`config.mk`:
```
export PLATFORM = sky130hd
export DESIGN_NAME = obstacle_scheduler
export DESIGN_NICKNAME = d
export VERILOG_FILES = /design/src/rtl/obstacle_scheduler.sv
export SDC_FILE = /design/constraint.sdc
export NUM_CORES = 1
export LEC_CHECK = 0
export ABC_CLOCK_PERIOD_IN_PS = 1950
export CAP_MARGIN = 20
export CORE_ASPECT_RATIO = 1.75
export CORE_MARGIN = 5
export CORE_UTILIZATION = 44
export DETAILED_ROUTE_END_ITERATION = 10
export PLACE_DENSITY = 0.76
export SLEW_MARGIN = 15
export SYNTH_ARGS = -nofsm -noshare
export SYNTH_HDL_FRONTEND = slang
export SYNTH_SLANG_ARGS = --single-unit
```
`constraint.sdc`:
```
create_clock -name clk -period 1.95 [get_ports clk]
set_clock_uncertainty 0.1 [all_clocks]
set_input_delay 0.195 -clock clk [delete_from_list [all_inputs] [get_ports clk]]
set_output_delay 0.195 -clock clk [all_outputs]
set_load 0.05 [all_outputs]
```
`src/rtl/obstacle_scheduler.sv`:
```
`default_nettype none
// ----------------------------------------------------------------------------
// obstacle_scheduler : game FSM, spawn arbitration and velocity ramp for movers
// Optional HIGH_SCORE_EN macro builds the best-score register.  Rev 1.0
// ----------------------------------------------------------------------------
module obstacle_scheduler #(
  parameter int NUM_SLOTS    = 3,
  parameter int VEL_INIT     = 4,
  parameter int VEL_MAX      = 15,
  parameter int RAMP_TICKS   = 100,
  parameter int GAP_MIN      = 8,
  parameter int SPAWN_THRESH = 96,
  parameter int HEIGHT_MIN   = 10
) (
  input  logic                 clk,
  input  logic                 reset,
  input  logic                 tick,
  input  logic                 start,
  input  logic                 collision,
  input  logic [7:0]           rand_byte,
  input  logic [NUM_SLOTS-1:0] slot_busy,
  output logic [NUM_SLOTS-1:0] spawn,
  output logic [7:0]           spawn_height,
  output logic [3:0]           velocity,
  output logic [1:0]           state,
  output logic [15:0]          score,
  output logic [15:0]          hi_score
);

  localparam logic [1:0] ST_IDLE = 2'd0;
  localparam logic [1:0] ST_RUN  = 2'd1;
  localparam logic [1:0] ST_OVER = 2'd2;

  localparam int RAMP_W = (RAMP_TICKS > 1) ? $clog2(RAMP_TICKS) : 1;

  logic [1:0]           cur_state;
  logic [1:0]           nxt_state;
  logic [7:0]           gap_cnt;
  logic [RAMP_W-1:0]    ramp_cnt;
  logic [NUM_SLOTS-1:0] free_pick;
  logic                 enter_run;
  logic                 end_run;
  logic                 run_tick;
  logic                 spawn_ok;
  logic                 rand_below;

  // State register
  always_ff @(posedge clk) begin
    if (!reset) cur_state <= ST_IDLE;
    else        cur_state <= nxt_state;
  end

  // Next-state logic; the unused encoding behaves like IDLE
  always_comb begin
    nxt_state = cur_state;
    case (cur_state)
      ST_RUN:  if (collision) nxt_state = ST_OVER;
      ST_OVER: if (start)     nxt_state = ST_RUN;
      default: if (start)     nxt_state = ST_RUN;
    endcase
  end

  // Output/control decode
  always_comb begin
    enter_run  = (cur_state != ST_RUN) && start;
    end_run    = (cur_state == ST_RUN) && collision;
    run_tick   = (cur_state == ST_RUN) && !collision && tick;
    rand_below = ({1'b0, rand_byte} < 9'(SPAWN_THRESH));
    spawn_ok   = run_tick && (gap_cnt == 8'd0) && !(&slot_busy) && rand_below;
  end

  // Lowest-index free slot wins: scan downward so the last hit is the lowest
  always_comb begin
    free_pick = '0;
    for (int i = NUM_SLOTS - 1; i >= 0; i--) begin
      if (!slot_busy[i]) begin
        free_pick    = '0;
        free_pick[i] = 1'b1;
      end
    end
  end

  always_ff @(posedge clk) begin
    if (!reset) begin
      spawn        <= '0;
      spawn_height <= 8'd0;
      velocity     <= 4'(VEL_INIT);
      score        <= 16'd0;
      gap_cnt      <= 8'(GAP_MIN);
      ramp_cnt     <= '0;
    end else begin
      spawn <= '0;
      if (enter_run) begin
        score    <= 16'd0;
        velocity <= 4'(VEL_INIT);
        gap_cnt  <= 8'(GAP_MIN);
        ramp_cnt <= '0;
      end else if (run_tick) begin
        if (score != 16'hFFFF) score <= score + 16'd1;
        if (ramp_cnt == RAMP_W'(RAMP_TICKS - 1)) begin
          ramp_cnt <= '0;
          if (velocity < 4'(VEL_MAX)) velocity <= velocity + 4'd1;
        end else begin
          ramp_cnt <= ramp_cnt + 1'b1;
        end
        // Gap not yet expired, or spawn attempt; a refused attempt leaves gap at 0
        if (gap_cnt != 8'd0) begin
          gap_cnt <= gap_cnt - 8'd1;
        end else if (spawn_ok) begin
          spawn        <= free_pick;
          spawn_height <= 8'(HEIGHT_MIN) + {1'b0, rand_byte[6:0]};
          gap_cnt      <= 8'(GAP_MIN) + {4'd0, rand_byte[3:0]};
        end
      end
    end
  end

`ifdef HIGH_SCORE_EN
  always_ff @(posedge clk) begin
    if (!reset) begin
      hi_score <= 16'd0;
    end else if (end_run && (score > hi_score)) begin
      hi_score <= score;
    end
  end
`else
  logic unused_end_run;
  assign unused_end_run = end_run;
  assign hi_score       = 16'd0;
`endif

  assign state = cur_state;

endmodule
`default_nettype wire
```
==> impl_metrics.py, run 1 <==
metrics = {
    "floorplan": {
        "die_h_um": 109.6,
        "initial_core_util_pct": 45.03,
        "fp.dieW_um": 66.92,
        "pin_count": 65,
        "fp.dieArea_um2": 7335,
        "core_area_um2": 5540,
        "row_count": 36,
    },
    "routing": {
        "first_pass_iters": 4,
        "drt_iter0_drc": 89,
        "ant_nets": 0,
        "wl_per_cell_um": 14.47,
        "wirelength_um": 6583,
        "vias": 2492,
        "route.detailed.drc": 0,
        "via_per_inst": 5.477,
    },
    "min_path": {
        "hold_class": "in -> reg",
        "whs_path_depth": 3,
        "min-delay-start": "collision",
        "min_to": "state[0]",
    },
    "synth": {
        "yosys-top-cells-area": "dfxtp_1 (39%), a21oi_1 (6.0%), buf_4 (4.8%)",
        "yosys-top-cells-count": "dfxtp_1 (48), a21oi_1 (30), nand2_1 (21), buf_4 (16), o21ai_0 (16)",
        "yosysSeqAreaShare_pct": 38.52,
        "ys_seq_elements": 48,
        "ys_warn_count": 0,
        "ys_async_sr_fraction_pct": 0,
        "syn_area_um2": 2495,
        "synth_edf_count": 0,
        "synthCells": 298,
        "yosys.cell_types.count": 41,
        "syn_area_per_cell_um2": 8.372,
        "yosysTopAreaCell": "dfxtp_1",
        "synth_top_area_share_pct": 38.52,
        "synth.most_common_cell": "dfxtp_1",
        "synth-main-ff-cell": "dfxtp_1",
    },
    "worst_setup_path": {
        "r2r-end": "score[13]",
        "path_buf_inv": 0,
        "crit_slowest_cell": "or4_4",
        "cp-end-kind": "register",
        "cp.arrival_ns": 2.05,
        "crit_type": "reg -> reg",
        "slowest_delay_ns": 0.58,
        "path_cells": "nand4bb_4, or4_4, or4_4, a21oi_2",
        "worstPathMaxFanout": 7,
        "reg2reg_slack_ns": 0.04,
        "required_ns": 2.09,
        "cpMostUsedCell": "or4_4",
        "reg2reg_depth": 4,
        "crit_family": "simple AND/OR/NAND/NOR gates",
        "reg2reg_from": "state[1]",
        "start_kind": "register",
        "critPathLaunch": "state[1]",
    },
    "sta": {
        "fin_tns_setup_ns": 0,
        "hold_viol": 0,
        "worstMarginPinSlew_ns": 0.5137,
        "period_share_pct": 98.16,
        "fmax_mhz": 522.4,
        "setup_slack_ns": 0.03580,
        "fin_hold_ws_ns": 0.1364,
        "relSlewSlack_pct": 65.39,
        "setup_violations": 0,
        "rsz0062_at_grt": "true",
        "drv_slew": 0,
        "timing.final.crit_period_ns": 1.914,
    },
    "finish": {
        "area_growth_pct": 37.31,
        "drive_gt1_share_pct": 19.00,
        "design_area_um2": 3426,
        "regArea_um2": 994.7,
        "multi_input_area_um2": 1450,
        "nets": 400,
        "n_antenna_cell": 0,
        "fill_cells": 493,
    },
    "clocking": {
        "cts_tree": "done",
        "clk_transition_reported_paths_ns": 0.08,
        "cts-root-buf": "clkbuf_8",
        "cts.path.max_buffers": 2,
        "clkSinkCount": 48,
        "cts_hold_buf": 0,
        "cts_buffers": 5,
        "clock_latency_ns": 0.30,
        "htreeDepth": 2,
    },
    "status": {
        "status": "finished clean",
    },
    "power_and_ir_drop": {
        "irDropWorstVdd_v": 0.0005663,
        "p_leak_uw": 0.001203,
        "power.density_nw_per_um2": 533.6,
        "finalPower_uw": 1828,
    },
    "global_route": {
        "grt_pass1_wl_um": 10680,
        "gr-total-overflow": 0,
        "grt_max_degree": 16,
        "first_global_vias": 2377,
        "antenna_found_initial": 0,
        "gr-usage-all-layers_pct": 18.61,
    },
    "placement": {
        "dpl_cell_area_um2": 3288,
        "hpwl_um": 5025,
        "pre_cts_slack_ns": -0.2674,
        "routabilityCongestion": 0.8546,
        "port-buffer-count": 48,
    },
    "flow_run": {
        "drv_cap": 0,
    },
}
how the worst max path moves through the flow:
| stage | end | cells after the start |
|---|---|---|
| after floorplan | score[14] | 6 |
| after global placement | score[13] | 5 |
| after detailed placement | score[11] | 5 |
| after CTS | score[14] | 5 |
| after global routing | score[13] | 4 |
| final | score[13] | 4 |
cells by family (layout without fill, tap and decap cells):
family / after synthesis / in the layout / share of synthesized area [%]
simple gates: 116 / 116 / 26.38
mux: 7 / 7 / 2.809
fa+ha+maj: 6 / 6 / 3.009
compound gates: 74 / 74 / 17.70
buf+inv: 36 / 102 / 7.924
other cells: 1 / 16 / 0.1503
flops: 48 / 48 / 38.52
xor+xnor: 10 / 10 / 3.510
metal layers:
layer	track usage [%]	up-vias	routed length, um
li1	-	1237	-
met2	36.22	69	3736
met1	18.80	1176	2403
met3	3.681	10	328
met5	0	-	0
met4	6.821	0	115
cells in the final DEF, fill, tap and decap left out, drive strengths merged, types with 3 or more instances in the layout:
master and instances:
mux2i 7, nand4 14, a21oi 30, o21ai 19, or4 9, ha 6, nor2 15, xnor2 4
clkdlybuf4s50 47, conb 16, clkbuf 5, and3 3, o21a 4, xor2 6, dfxtp 48, inv 10
buf 36, nor3 9, or3 8, clkinv 3, nor4b 4, or2 3, nand3 15, nor4 5
o31ai 10, nand2 21
state kept, by name, indices dropped and copies added, names as in the netlist:
signal and count:
gap_cnt 8, ramp_cnt 7, score 16, spawn 3
spawn_height 8, state 2, velocity 4
area by class of cell:
class	instances	share of cell area, %
clock buffer	5	2.009
clock inverter	3	0.4018
inverter	10	1.096
multi-input combinational	229	42.33
sequential	48	29.04
tap	76	2.776
timing repair buffer	84	22.35
stage by stage:
| stage | utilization, % | instances |
|---|---|---|
| final | 61.83 | 455 |
| after global routing | 61.83 | 455 |
| after CTS | 60.84 | 453 |
| after detailed placement | 59.35 | 445 |
| after global placement | 59.35 | 445 |
| after floorplan | - | 313 |
worst reg2reg max path: cells and delay by family (launching register included):
kind	cells	cell delay, ns
simple gates	3	1.24
flops	1	0.36
compound gates	1	0.15
power breakdown:
group,switching (uW),internal (uW),total (uW)
combinational,174,94.7,268
sequential,9.07,979,988
clock,328,244,572
total,510,1320,1830
timing repair:
action,in CTS,in global routing
setup endpoints to repair,0,10
gates resized for setup,0,11
setup buffers,0,2
(Power assumes the default switching activity.)
==> run 2, diff against run 1 <==
CORE_UTILIZATION = 57   (was 44)
DONT_BUFFER_PORTS = 1   (was not set)
PLACE_DENSITY = 0.75   (was 0.76)
==> impl_metrics.py, run 2 (synthesized netlist as in run 1, its figures left out) <==
metrics = {
    "status": {
        "status": "finished clean",
    },
    "routing": {
        "drt_iter0_drc": 82,
        "via_per_inst": 5.992,
        "first_pass_iters": 4,
        "ant_nets": 0,
        "vias": 2391,
        "route.detailed.drc": 0,
        "wl_per_cell_um": 15.67,
        "wirelength_um": 6254,
    },
    "worst_setup_path": {
        "reg2reg_depth": 5,
        "cp.arrival_ns": 2.00,
        "crit_slowest_cell": "or4_1",
        "crit_family": "simple AND/OR/NAND/NOR gates",
        "cp-end-kind": "register",
        "path_depth": 5,
        "slowest_delay_ns": 0.47,
        "critPathLaunch": "state[1]",
        "r2r-end": "score[5]",
        "path_cells": "nand4bb_4, buf_4, or2_4, or4_1, a21oi_1",
        "endpoint": "score[5]",
        "reg2reg_from": "state[1]",
        "path_buf_inv": 1,
        "start_kind": "register",
        "reg2reg_slack_ns": 0.09,
        "required_ns": 2.09,
        "crit_type": "reg -> reg",
        "worstPathMaxFanout": 12,
    },
    "power_and_ir_drop": {
        "internal_power_uw": 1296,
        "comb_power_share_pct": 12.7,
        "p_sw_share_pct": 28.28,
        "pwr-share-clk_pct": 32.7,
        "irDropWorstVdd_v": 0.0007515,
        "p_leak_uw": 0.001096,
        "seq_power_share_pct": 54.6,
        "power.density_nw_per_um2": 592.7,
        "finalPower_uw": 1807,
        "p_switching_uw": 511.0,
    },
    "clocking": {
        "clkSinkCount": 48,
        "clock_latency_ns": 0.31,
        "cts.path.max_buffers": 2,
        "clk_transition_reported_paths_ns": 0.09,
        "htreeDepth": 2,
        "cts-root-buf": "clkbuf_8",
        "cts_tree": "done",
        "cts_buffers": 5,
    },
    "finish": {
        "largest_registers": "score: 16 flops, gap_cnt: 8 flops, spawn_height: 8 flops",
        "regMostFlops": "score",
        "drive_gt1_share_pct": 20.69,
        "final_cell_mix": "buf_4 (41), dfxtp_1 (33), a21oi_1 (30), nand2_1 (21)",
        "final_common_cell": "buf_4",
        "area_growth_pct": 22.22,
        "n_antenna_cell": 0,
        "post_layout_nonfiller_instances": 399,
        "nets": 369,
        "largest_reg_flops": 16,
    },
    "floorplan": {
        "fp.dieArea_um2": 5852,
        "core_area_um2": 4324,
        "fp.dieW_um": 60.01,
        "die_h_um": 97.52,
        "pin_count": 65,
        "initial_core_util_pct": 57.70,
        "row_count": 32,
    },
    "sta": {
        "hold_viol": 0,
        "relSlewSlack_pct": 65.33,
        "fmax_mhz": 538.2,
        "drv_slew": 0,
        "setup_violations": 0,
        "worstMarginPinSlew_ns": 0.5193,
        "timing.final.crit_period_ns": 1.858,
        "period_share_pct": 95.28,
    },
    "placement": {
        "hpwl_um": 4607,
        "port-buffer-count": 0,
        "dp_cells": 379,
        "routabilityCongestion": 0.8675,
    },
    "global_route": {
        "grt_max_degree": 28,
        "antenna_found_initial": 0,
        "gr-usage-all-layers_pct": 22.57,
        "first_global_vias": 2370,
        "grt_pass1_wl_um": 10410,
        "gr-total-overflow": 0,
    },
    "min_path": {
        "hold_class": "in -> reg",
    },
    "flow_run": {
        "drv_cap": 0,
    },
}
[run 2: cell types whose count changed in the layout (fill, tap and decap cells not counted), moves of 2 or more]
| cell | previous run | this run |
|---|---|---|
| a21oi_2 | 3 | 0 |
| clkinv_2 | 2 | 0 |
| or4_1 | 5 | 8 |
| buf_4 | 35 | 41 |
| or4_4 | 4 | 1 |
| a21oi_1 | 27 | 30 |
| clkdlybuf4s50_1 | 47 | 0 |
| dlygate4sd3_1 | 0 | 10 |
[run 2: area by class of cell]
cell class / count / area [um2]
Inverter: 10 / 37.54
Clock buffer: 6 / 72.57
Sequential cell: 48 / 994.7
Timing Repair Buffer: 53 / 447.9
Tap cell: 51 / 63.81
Fill cell: 383 / 1275
Clock inverter: 2 / 11.26
Multi-Input combinational cell: 229 / 1421
[run 2: what timing repair did]
action / 4_1_cts / 5_1_grt
hold buffers: 10 / 0
setup buffers: 0 / 2
setup endpoints to repair: 0 / 7
gates resized for setup: 0 / 4
hold endpoints to repair: 10 / 0
[run 2: worst min-delay path by stage]
stage / start / to / slack, ns / depth (start not counted)
detailed placement: slot_busy[1] / spawn[1] / 0.18 / 1
finish: rand_byte[0] / gap_cnt[0] / 0.008 / 2
global placement: slot_busy[1] / spawn[1] / 0.17 / 1
floorplan: slot_busy[1] / spawn[1] / 0.17 / 1
CTS: rand_byte[0] / gap_cnt[0] / 0.0002 / 2
global route: rand_byte[0] / gap_cnt[0] / 0.02 / 2
[run 2: layer usage]
layer	vias to the layer above	GRT usage, %	wire length (um)
met2	86	39.33	3428
met3	22	7.181	416
met4	0	12.63	218
met5	-	0	0
li1	1171	-	-
met1	1112	22.16	2190
[run 2: metrics by stage]
step                setup WS (ns)  instance area [um2]  utilization (%)  hold slack (ns)  setup TNS, ns
floorplan                -0.04817                 2609                -           0.1717        -0.2762
global placement          0.09689                 2841            65.71           0.1728              0
detailed placement        0.08039                 2841            65.71           0.1784              0
CTS                       0.06407                 3025            69.97        0.0002113              0
global route             -0.02381                 3049            70.52          0.01798       -0.02381
finish                    0.09201                 3049            70.52         0.007915              0
[run 2: power groups by stage]
stage                     Clock [uW]  Combinational [uW]  Sequential (uW)
after floorplan                    0                 175             1020
after global placement             0                 205             1010
after detailed placement           0                 207             1010
after CTS                        601                 226              987
after global routing             633                 245              988
final                            592                 229              987
==> run 3, diff against run 2 <==
CORE_UTILIZATION = 59   (was 57)
CTS_BUF_LIST = sky130_fd_sc_hd__clkbuf_4 sky130_fd_sc_hd__clkbuf_8   (was not set)
PLACE_DENSITY = 0.78   (was 0.75)
==> impl_metrics.py, run 3 (synthesized netlist as in run 1, its figures left out) <==
metrics = {
    "sta": {
        "period_share_pct": 98.42,
        "rsz0062_at_grt": "true",
        "setup_violations": 0,
        "fmax_mhz": 521.0,
        "relSlewSlack_pct": 61.46,
        "setup_slack_ns": 0.03074,
        "timing.final.crit_period_ns": 1.919,
        "fin_hold_ws_ns": -0.003785,
        "worstMarginPinSlew_ns": 0.5737,
        "drv_slew": 0,
        "hold_viol": 1,
    },
    "power_and_ir_drop": {
        "p_sw_share_pct": 27.33,
        "seq_power_share_pct": 49.9,
        "internal_power_uw": 1438,
        "p_switching_uw": 540.5,
        "power.density_nw_per_um2": 631.9,
        "irDropWorstVdd_v": 0.0008251,
        "pwr-share-clk_pct": 38.0,
        "comb_power_share_pct": 12.1,
        "p_leak_uw": 0.001134,
    },
    "finish": {
        "area_growth_pct": 25.48,
        "design_area_um2": 3131,
        "post_layout_nonfiller_instances": 399,
        "largest_reg_flops": 16,
        "n_antenna_cell": 0,
        "largest_registers": "score: 16 flops, gap_cnt: 8 flops, spawn_height: 8 flops",
        "regMostFlops": "score",
        "final_common_cell": "buf_4",
        "final_cell_mix": "buf_4 (44), dfxtp_1 (33), a21oi_1 (27), nand2_1 (20)",
        "drive_gt1_share_pct": 25.43,
        "fin_util_pct": 76.14,
        "nets": 371,
    },
    "routing": {
        "via_per_inst": 6.095,
        "first_pass_iters": 4,
        "drt_iter0_drc": 120,
        "vias": 2432,
        "wl_per_cell_um": 16.36,
        "ant_nets": 0,
        "route.detailed.drc": 0,
        "wirelength_um": 6528,
    },
    "worst_setup_path": {
        "crit_slowest_cell": "or4_4",
        "start_kind": "register",
        "crit_type": "reg -> reg",
        "required_ns": 2.10,
        "cp-end-kind": "register",
        "crit_family": "simple AND/OR/NAND/NOR gates",
        "path_buf_inv": 0,
        "slowest_delay_ns": 0.49,
        "cp.arrival_ns": 2.06,
        "path_cells": "ha_4, nand4_1, or3_4, or4_4, a21oi_2",
        "worstPathMaxFanout": 5,
    },
    "floorplan": {
        "initial_core_util_pct": 60.68,
        "pin_count": 65,
        "fp.dieW_um": 59.16,
        "die_h_um": 96.03,
        "fp.dieArea_um2": 5680,
        "core_area_um2": 4111,
        "row_count": 31,
    },
    "global_route": {
        "first_global_vias": 2444,
        "gr-usage-all-layers_pct": 24.52,
        "grt_max_degree": 28,
        "grt_util_met2_pct": 46.13,
        "antenna_found_initial": 0,
        "top_usage_layer": "met2",
        "grt_util_met1_pct": 24.63,
        "grt_pass1_wl_um": 10850,
        "use_met3_pct": 5.369,
        "gr-total-overflow": 0,
    },
    "clocking": {
        "cts-root-buf": "clkbuf_8",
        "cts.path.max_buffers": 2,
        "clock_latency_ns": 0.31,
        "htreeDepth": 2,
        "cts_buffers": 5,
        "clkSinkCount": 48,
        "clk_transition_reported_paths_ns": 0.09,
        "cts_tree": "done",
    },
    "status": {
        "violations": "negative hold slack",
        "status": "finished, violations left",
    },
    "placement": {
        "dpl_cell_area_um2": 2814,
        "hpwl_um": 4742,
        "dp_cells": 377,
        "pre_cts_slack_ns": -0.01025,
        "routabilityCongestion": 0.8792,
        "port-buffer-count": 0,
    },
    "min_path": {
        "hold_class": "in -> reg",
    },
    "flow_run": {
        "drv_cap": 0,
    },
}
run 3: what timing repair did:
item | in CTS | in global routing
resized for setup | 1 | 18
setup buffers | 0 | 4
setup endpoints to repair | 1 | 20
pin swaps | 0 | 6
hold buffers | 10 | 0
hold endpoints to repair | 9 | 0
cloned | 0 | 0
run 3: power groups by stage:
stage / logic (uW) / clock network [uW] / registers (uW)
floorplan: 175 / 0 / 1020
global placement: 204 / 0 / 1010
detailed placement: 207 / 0 / 1010
CTS: 226 / 758 / 986
global route: 254 / 809 / 988
finish: 240 / 752 / 986
run 3: cell type report:
type / count / area, um2
clock inverter: 3 / 46.29
sequential: 48 / 994.7
tap: 49 / 61.31
fill: 299 / 980.9
inverter: 10 / 37.54
timing repair buffer: 55 / 441.7
clock buffer: 5 / 68.82
multi-input combinational: 229 / 1480
run 3: worst paths after layout:
| kind | to | slack (ns) | startpoint | cells after the start |
|---|---|---|---|---|
| max | score[10] | 0.03 | score[1] | 5 |
| min | gap_cnt[0] | -0.004 | rand_byte[0] | 2 |
| max reg2reg | score[10] | 0.03 | score[1] | 5 |
| min reg2reg | ramp_cnt[1] | 0.41 | ramp_cnt[1] | 2 |
run 3: layer usage:
layer | vias to the layer above | share of wire [%]
li1 | 1175 | -
met1 | 1160 | 37
met2 | 80 | 54
met3 | 17 | 5.9
met4 | 0 | 2.8
met5 | - | 0
run 3: metrics by stage:
stage                     setup TNS, ns  hold WS, ns  power (uW)
after CTS                             0    0.0002764        1970
after detailed placement       -0.01025       0.1794        1216
after global routing           -0.07106      0.01226        2051
final                                 0    -0.003785        1978
after floorplan                 -0.2762       0.1717        1196
after global placement                0       0.1734        1212
